--- config.mk ---
export PLATFORM = sky130hd
export DESIGN_NAME = matrix_dsp_sequencer
export DESIGN_NICKNAME = d
export VERILOG_FILES = /design/src/rtl/matrix_dsp_sequencer.sv
export SDC_FILE = /design/constraint.sdc
export NUM_CORES = 1
export LEC_CHECK = 0
export ABC_AREA = 1
export CAP_MARGIN = 20
export CORE_UTILIZATION = 42
export CTS_CLUSTER_DIAMETER = 50
export DETAILED_ROUTE_END_ITERATION = 8
export GPL_ROUTABILITY_DRIVEN = 1
export HOLD_SLACK_MARGIN = 0.02
export SYNTH_ARGS = -nofsm -noshare
export SYNTH_HDL_FRONTEND = slang
export SYNTH_SLANG_ARGS = --single-unit
export TNS_END_PERCENT = 1
--- constraint.sdc ---
create_clock -name clk -period 1.9 [get_ports clk]
set_input_delay 0.19 -clock clk [delete_from_list [all_inputs] [get_ports clk]]
set_output_delay 0.19 -clock clk [all_outputs]
set_load 0.01 [all_outputs]
--- src/rtl/matrix_dsp_sequencer.sv ---
// Program sequencer for the Matrix DSP microcode ROM: walks a latched program
// window, optionally repeats it, and flags valid/last alongside the ROM's registered output.
module matrix_dsp_sequencer #(
   parameter int ADDR_WIDTH   = 8,
   parameter int REPEAT_WIDTH = 8
) (
   input  logic                    clk,
   input  logic                    nReset,
   input  logic                    start,
   input  logic [ADDR_WIDTH-1:0]   programBase,
   input  logic [ADDR_WIDTH-1:0]   programLastIdx,
   input  logic [REPEAT_WIDTH-1:0] repeatCount,
   input  logic                    abort,
   input  logic                    stall,
   output logic [ADDR_WIDTH-1:0]   romAddr,
   output logic                    romEnable,
   output logic                    instrValid,
   output logic                    instrLast,
   output logic                    busy,
   output logic                    done
);

   typedef enum logic [1:0] {
      ST_IDLE  = 2'd0,
      ST_RUN   = 2'd1,
      ST_DRAIN = 2'd2
   } state_t;

   state_t                  state_r;
   state_t                  next_state_s;
   logic [ADDR_WIDTH-1:0]   pc_r;
   logic [ADDR_WIDTH-1:0]   idx_r;
   logic [ADDR_WIDTH-1:0]   base_r;
   logic [ADDR_WIDTH-1:0]   last_r;
   logic [REPEAT_WIDTH-1:0] rep_r;
   logic                    accept_s;
   logic                    rom_enable_s;
   logic                    at_last_s;
   logic                    final_fetch_s;
   logic                    instr_valid_r;
   logic                    instr_last_r;
   logic                    busy_r;
   logic                    done_r;

   // State register
   always_ff @(posedge clk) begin
      if (!nReset) begin
         state_r <= ST_IDLE;
      end else begin
         state_r <= next_state_s;
      end
   end

   // Fetch qualification; abort suppresses the fetch in the same cycle
   always_comb begin
      accept_s     = 1'b0;
      rom_enable_s = 1'b0;
      case (state_r)
         ST_IDLE:  accept_s     = start && !abort;
         ST_RUN:   rom_enable_s = !stall && !abort;
         default:  rom_enable_s = 1'b0;
      endcase
      at_last_s     = (idx_r == last_r);
      final_fetch_s = rom_enable_s && at_last_s && (rep_r == {REPEAT_WIDTH{1'b0}});
   end

   // Next-state decode
   always_comb begin
      next_state_s = state_r;
      case (state_r)
         ST_IDLE: begin
            if (accept_s) next_state_s = ST_RUN;
            else          next_state_s = ST_IDLE;
         end
         ST_RUN: begin
            if (abort)              next_state_s = ST_IDLE;
            else if (final_fetch_s) next_state_s = ST_DRAIN;
            else                    next_state_s = ST_RUN;
         end
         ST_DRAIN: next_state_s = ST_IDLE;
         default:  next_state_s = ST_IDLE;
      endcase
   end

   // Program counter, index and repeat bookkeeping; parameters frozen at start
   always_ff @(posedge clk) begin
      if (!nReset) begin
         pc_r   <= {ADDR_WIDTH{1'b0}};
         idx_r  <= {ADDR_WIDTH{1'b0}};
         base_r <= {ADDR_WIDTH{1'b0}};
         last_r <= {ADDR_WIDTH{1'b0}};
         rep_r  <= {REPEAT_WIDTH{1'b0}};
      end else if (accept_s) begin
         base_r <= programBase;
         last_r <= programLastIdx;
         rep_r  <= repeatCount;
         pc_r   <= programBase;
         idx_r  <= {ADDR_WIDTH{1'b0}};
      end else if (rom_enable_s) begin
         if (!at_last_s) begin
            idx_r <= idx_r + ADDR_WIDTH'(1'b1);
            pc_r  <= pc_r + ADDR_WIDTH'(1'b1);
         end else if (rep_r != {REPEAT_WIDTH{1'b0}}) begin
            rep_r <= rep_r - REPEAT_WIDTH'(1'b1);
            idx_r <= {ADDR_WIDTH{1'b0}};
            pc_r  <= base_r;
         end
      end
   end

   // Status strobes registered to line up with the ROM's output register
   always_ff @(posedge clk) begin
      if (!nReset) begin
         instr_valid_r <= 1'b0;
         instr_last_r  <= 1'b0;
         done_r        <= 1'b0;
         busy_r        <= 1'b0;
      end else begin
         instr_valid_r <= rom_enable_s;
         instr_last_r  <= final_fetch_s;
         done_r        <= (state_r == ST_DRAIN) && !abort;
         busy_r        <= (next_state_s != ST_IDLE);
      end
   end

   assign romAddr    = pc_r;
   assign romEnable  = rom_enable_s;
   assign instrValid = instr_valid_r;
   assign instrLast  = instr_last_r;
   assign busy       = busy_r;
   assign done       = done_r;

endmodule

# Word-level counts from Yosys, hierarchy flattened

Cells that the tools add are included.

Register bits after elaboration: 46
Bits of input ports: 29
Output and inout port bits: 13

Add/sub/neg operators: 3
Equality and inequality tests: 5
Multiplexer cells: 16
Bitwise operators: 1
Reductions and logical operators: 18

Operators by type and width:

| kind                  | count |
|---|---|
| $mux W8               | 10 |
| $add A8 B1 Y8 const B | 2 |
| $eq A8 B8 Y1          | 1 |
| $logic_not A8 Y1      | 1 |
| $reduce_bool A2 Y1    | 4 |
| $reduce_bool A8 Y1    | 1 |
| $sub A8 B1 Y8 const B | 1 |
| $logic_and A1 B1 Y1   | 5 |
| $mux W2               | 2 |
| $pmux W2 S2           | 1 |
| $reduce_and A2 Y1     | 2 |
| $mux W1               | 3 |
| $ne A3 B2 Y1 const B  | 1 |
| $reduce_and A3 Y1     | 1 |
| $eq A2 B1 Y1 const B  | 1 |
| $eq A2 B2 Y1 const B  | 1 |
| $logic_not A1 Y1      | 2 |
| $logic_not A2 Y1      | 1 |
| $ne A2 B1 Y1 const B  | 1 |
| $reduce_or A2 Y1      | 1 |
| $not A1 Y1            | 1 |

# Logic depth before layout (Yosys ltp)

Depth after elaboration: 9
Depth in mapped cells: 13
Mapped depth without buffers: 13

# Worst setup path before layout

No wires, ideal clock.

Kind: flip-flop to flip-flop
Start: reg idx_r[2]
End: reg pc_r[4] (netlist: romAddr[4])
Library setup time: 0.112 ns
Arrival: 1.285 ns
Slack: 0.503 ns
Stages on the path, launching flop included: 11
Clock period less this slack: 1.397 ns
Cell sequence: dfxtp_1 buf_2 xnor2_2 nand2_2 nor2_8 nand3_4 nand2_4 buf_6 nand3_1 nand2_1 nor2_1

Cells in the longest elaborated chain, start to end: 4

RTL lines:

| element                | line | RTL |
|---|---|---|
| start, declared        | 32   | `logic [ADDR_WIDTH-1:0] idx_r;` |
| start signal, assigned | 89   | `idx_r <= {ADDR_WIDTH{1'b0}};` |
| start signal, assigned | 98   | `idx_r <= {ADDR_WIDTH{1'b0}};` |
| start signal, assigned | 101  | `idx_r <= idx_r + ADDR_WIDTH'(1'b1);` |
| $eq A8 B8 Y1 (*)       | 63   | `at_last_s = (idx_r == last_r);` |
| $mux W8                | 100  | `if (!at_last_s) begin` |
| $mux W8                | 99   | `end else if (rom_enable_s) begin` |
| $mux W8                | 93   | `end else if (accept_s) begin` |
| end signal, assigned   | 97   | `pc_r <= programBase;` |
| end signal, assigned   | 102  | `pc_r <= pc_r + ADDR_WIDTH'(1'b1);` |
| end signal, assigned   | 106  | `pc_r <= base_r;` |
| end, declared          | 31   | `logic [ADDR_WIDTH-1:0] pc_r;` |

Mark *: on every way between the ends. The rest lies on a longest branch, timed or not. The select of a mux whose other input is x is not followed.
A chain may end at the register's enable or synchronous reset.

# Worst setup path after layout

Start: reg idx_r[4]
End: reg idx_r[3]

Cells in the longest elaborated chain, start to end: 3

RTL lines:

| element                     | line |
|---|---|
| $eq A8 B8 Y1 (*)            | 63 |
| $ne A2 B1 Y1 (no line)      | - |
| $reduce_and A2 Y1 (no line) | - |

Mark *: on every way between the ends. The rest lies on a longest branch, timed or not.

==> key figures <==
Synth
  • Syn Inst Count: 402
  • Synth area leaders: dfxtp_1 35%, nand2_1 15%, nor2_1 9.6%
  • EDFF count, synth: 0
  • Fraction of the yosys area taken by sequential cells: 0.3467
  • Syn nets: between 400 and 500
  • Top-area cell type share of the netlist area: 0.3467
  • Top-count cell post-synth: nand2_1
  • Async set-reset flop share out of synthesis: 0
  • Distinct cells, synth: 34
  • Seq cells post-synth: 46
  • Post-synth top cells: 104 x nand2_1, 68 x nor2_1, 46 x dfxtp_1
  • Main synth FF type: dfxtp_1
  • Largest area contributor in the netlist: dfxtp_1
  • Mapped Area: ~2700 um^2
  • Yosys Warn Count: 0
  • Average cell area after synthesis: 6.608 um^2

Hold path
  • Min-delay worst type: register to register
  • Hold path depth: 2
  • Worst-case hold path end point: base_r[4]$_SDFFE_PN0P_
  • HP Start: base_r[4]$_SDFFE_PN0P_

Floorplan
  • Site Rows: 28
  • Initial core utilization: 0.4408
  • Die Ht: 81.53 um
  • Die area: approximately 6600 um^2
  • Core outline area: 6026 um^2
  • IO Count: 42
  • DIE WIDTH: between 80 and 90 um

Detailed routing
  • Starting DRC count in detailed routing: 113
  • First drt pass iteration count: 4
  • DRC violations left: 0
  • DR WL/cell: 11.98 um
  • Vias per inst: 4.881
  • Final wirelength: 6267 um
  • Total vias in the final route: 2553
  • Routed Antenna Nets: 0

Global routing
  • Largest net degree at the start of global routing: 27
  • Antenna violations before repair: 0
  • Number of global-route vias before repair: around 2400
  • GRT Total Usage: 0.2069
  • GR Overflow Total: 0
  • First-pass GRT wire length: between 10000 and 15000 um

Power
  • Clock Power Share: 0.259
  • Internal power: approximately 1.5 mW
  • Comb pwr share: 0.265
  • P_leak: 1.470 nW
  • Reg power frac: 0.477
  • VDD IR max: about 0.00035 V
  • Power Density: 680.9 nW/um^2
  • Switch share: 0.3133
  • P_sw: 0.6973 mW

STA
  • Rel. slew slack: 0.6688
  • Final Slew Violations: 0
  • Fmax: 601.3 MHz
  • Hold Fails Final Rpt: 0
  • Tmin final: 1.663 ns
  • PnR worst setup slack: 0.2368 ns
  • Fin Setup TNS: 0 ns
  • Fin crit share: 0.8753
  • Setup violators final: 0
  • Clock skew: 0.004396 ns
  • Worst-Margin Slew: a little under 0.5 ns
  • Unrepaired setup endpoints after global routing: false

Job
  • Max-cap viol count: 0

Clock tree
  • H-tree depth: 2
  • Root buf cell: clkbuf_8
  • Num CTS Buffers: 5
  • Worst-Skew Late Latency: 0.30 ns
  • Reg clk slew, reported paths: around 0.08 ns
  • TritonCTS Sinks: 46
  • CTS tree: yes
  • Clock Tree Buf Depth: 2

Layout
  • Diodes inserted: 0
  • Area growth, synth to finish: 23.03%
  • Proportion of layout cells with a drive suffix above 1: 0.09821
  • Fin nets: ~480

Setup path
  • CP Data Required Time: 2.13 ns
  • Critical path cell sequence: nand2_1 -> nand2_1 -> nand2_2 -> nor2_4 -> nand3_4 -> nand2_4 -> buf_4 -> nand2_1 -> a21oi_2
  • CP max-delay cell: dfxtp_1
  • CP most frequent cell: nand2_1
  • Worst Path Arrival: 1.90 ns
  • WS Path Type: register to register
  • Peak per-stage delay on the critical path: 0.47 ns
  • Worst R2R Start: idx_r[4]$_SDFFE_PP0P_
  • R2R cell count: 9
  • CP startpoint kind: register
  • CP Capture Type: register
  • CP max FO: 13
  • Worst Path Buf+Inv: 1
  • CP delay by family, top: simple AND/OR/NAND/NOR gates
  • Crit Reg-Reg Endpoint: idx_r[3]$_SDFFE_PP0P_
  • Worst R2R Setup Slack: 0.24 ns

Placement
  • Place WS: 0.002188 ns
  • PortBufs: 41
  • HPWL Detailed: 4628 um
  • Routability Congestion: 0.8228

Outcome
  • Status: finished, final reports clean
## per-stage QoR
step | hold slack [ns] | power [mW] | util | std cells | instance area [um^2]
global route | 0.4860 | 2.373 | 0.5424 | 523 | 3268
finish | 0.4687 | 2.225 | 0.5424 | 523 | 3268
CTS | 0.4659 | 2.248 | 0.5409 | 523 | 3259
global placement | 0.4534 | 1.667 | 0.5274 | 516 | 3178
floorplan | 0.2685 | 1.485 | - | 402 | 2656
detailed placement | 0.4562 | 1.672 | 0.5274 | 516 | 3178
## worst max path at each step
stage                          start                 endpoint  slack (ns)  depth (start not counted)
2_1_floorplan  idx_r[2]$_SDFFE_PP0P_  romAddr[4]$_SDFFE_PN0P_        0.50                         10
3_3_place_gp                   abort                romEnable        0.03                          5
3_5_place_dp                   abort                romEnable       0.002                          5
4_1_cts                        abort                romEnable        0.08                          5
5_1_grt        idx_r[4]$_SDFFE_PP0P_  romAddr[5]$_SDFFE_PN0P_        0.02                         11
6_report       idx_r[4]$_SDFFE_PP0P_    idx_r[3]$_SDFFE_PP0P_        0.24                          9
## cell type report
| type | count | area (um^2) |
|---|---|---|
| Fill cell | 636 | 2758 |
| Multi-Input combinational cell | 297 | 1503 |
| Sequential cell | 46 | 920.9 |
| Timing Repair Buffer | 53 | 503.0 |
| Inverter | 45 | 171.4 |
| Tap cell | 75 | 93.84 |
| Clock buffer | 7 | 76.32 |
## cell usage in the layout (no fill, tap or decap), types with 3 or more instances in the layout
master           count
nand2_1            104
dfxtp_1             46
inv_1               41
xnor2_1              4
a21oi_1             14
o21ai_0             19
nor2_1              68
nand2_2              5
inv_2                3
buf_4               12
nand3_1             27
xor2_1              10
ha_1                 4
clkdlybuf4s50_1     40
clkbuf_8             5
o21ai_1              5
a21oi_2              6
o22ai_1              4
nand4_1              4
nand3b_1             6
## logic make-up (layout without fill, tap and decap cells)
group | count (synthesis) | in the layout | synth area share
simple gates | 229 | 229 | 0.3867
buf+inv | 59 | 105 | 0.09185
compound gates | 49 | 49 | 0.1036
flops | 46 | 46 | 0.3467
xor+xnor | 15 | 15 | 0.05228
fa+ha+maj | 4 | 4 | 0.01884
## timing repair
action                     4_1_cts  5_1_grt
pin swaps                        0        1
buffers inserted                 0        0
setup endpoints to repair        1        1
resized for setup                1        2
hold buffers                     0        0
## power by group through the flow
stage	registers, mW	logic [mW]	clock network (mW)
6_report	1.06	0.589	0.575
5_1_grt	1.07	0.671	0.632
4_1_cts	1.06	0.593	0.594
3_5_place_dp	1.08	0.589	0
3_3_place_gp	1.08	0.585	0
2_1_floorplan	1.08	0.402	0
## metal layers
metal / vias up / global-route usage / share of wire
met1: 1151 / 0.2677 / 0.51
met3: 7 / 0.03444 / 0.033
li1: 1351 / - / -
met5: - / 0 / 0
met4: 0 / 0.06429 / 0.0091
met2: 44 / 0.3483 / 0.45
## worst register-to-register path: cells and delay by family, from the launching register on
kind,cells,cell delay [ns]
AO/OA/AOI/OAI,1,0.13
buffers and inverters,1,0.16
flip-flops,1,0.47
AND/OR/NAND/NOR,7,0.84
## sequential cells by signal, indices dropped and copies added (netlist names)
register    cells
instrLast       1
done            1
rep_r           8
busy            1
idx_r           8
base_r          8
instrValid      1
state_r         2
romAddr         8
last_r          8
(Power assumes the default switching activity.)
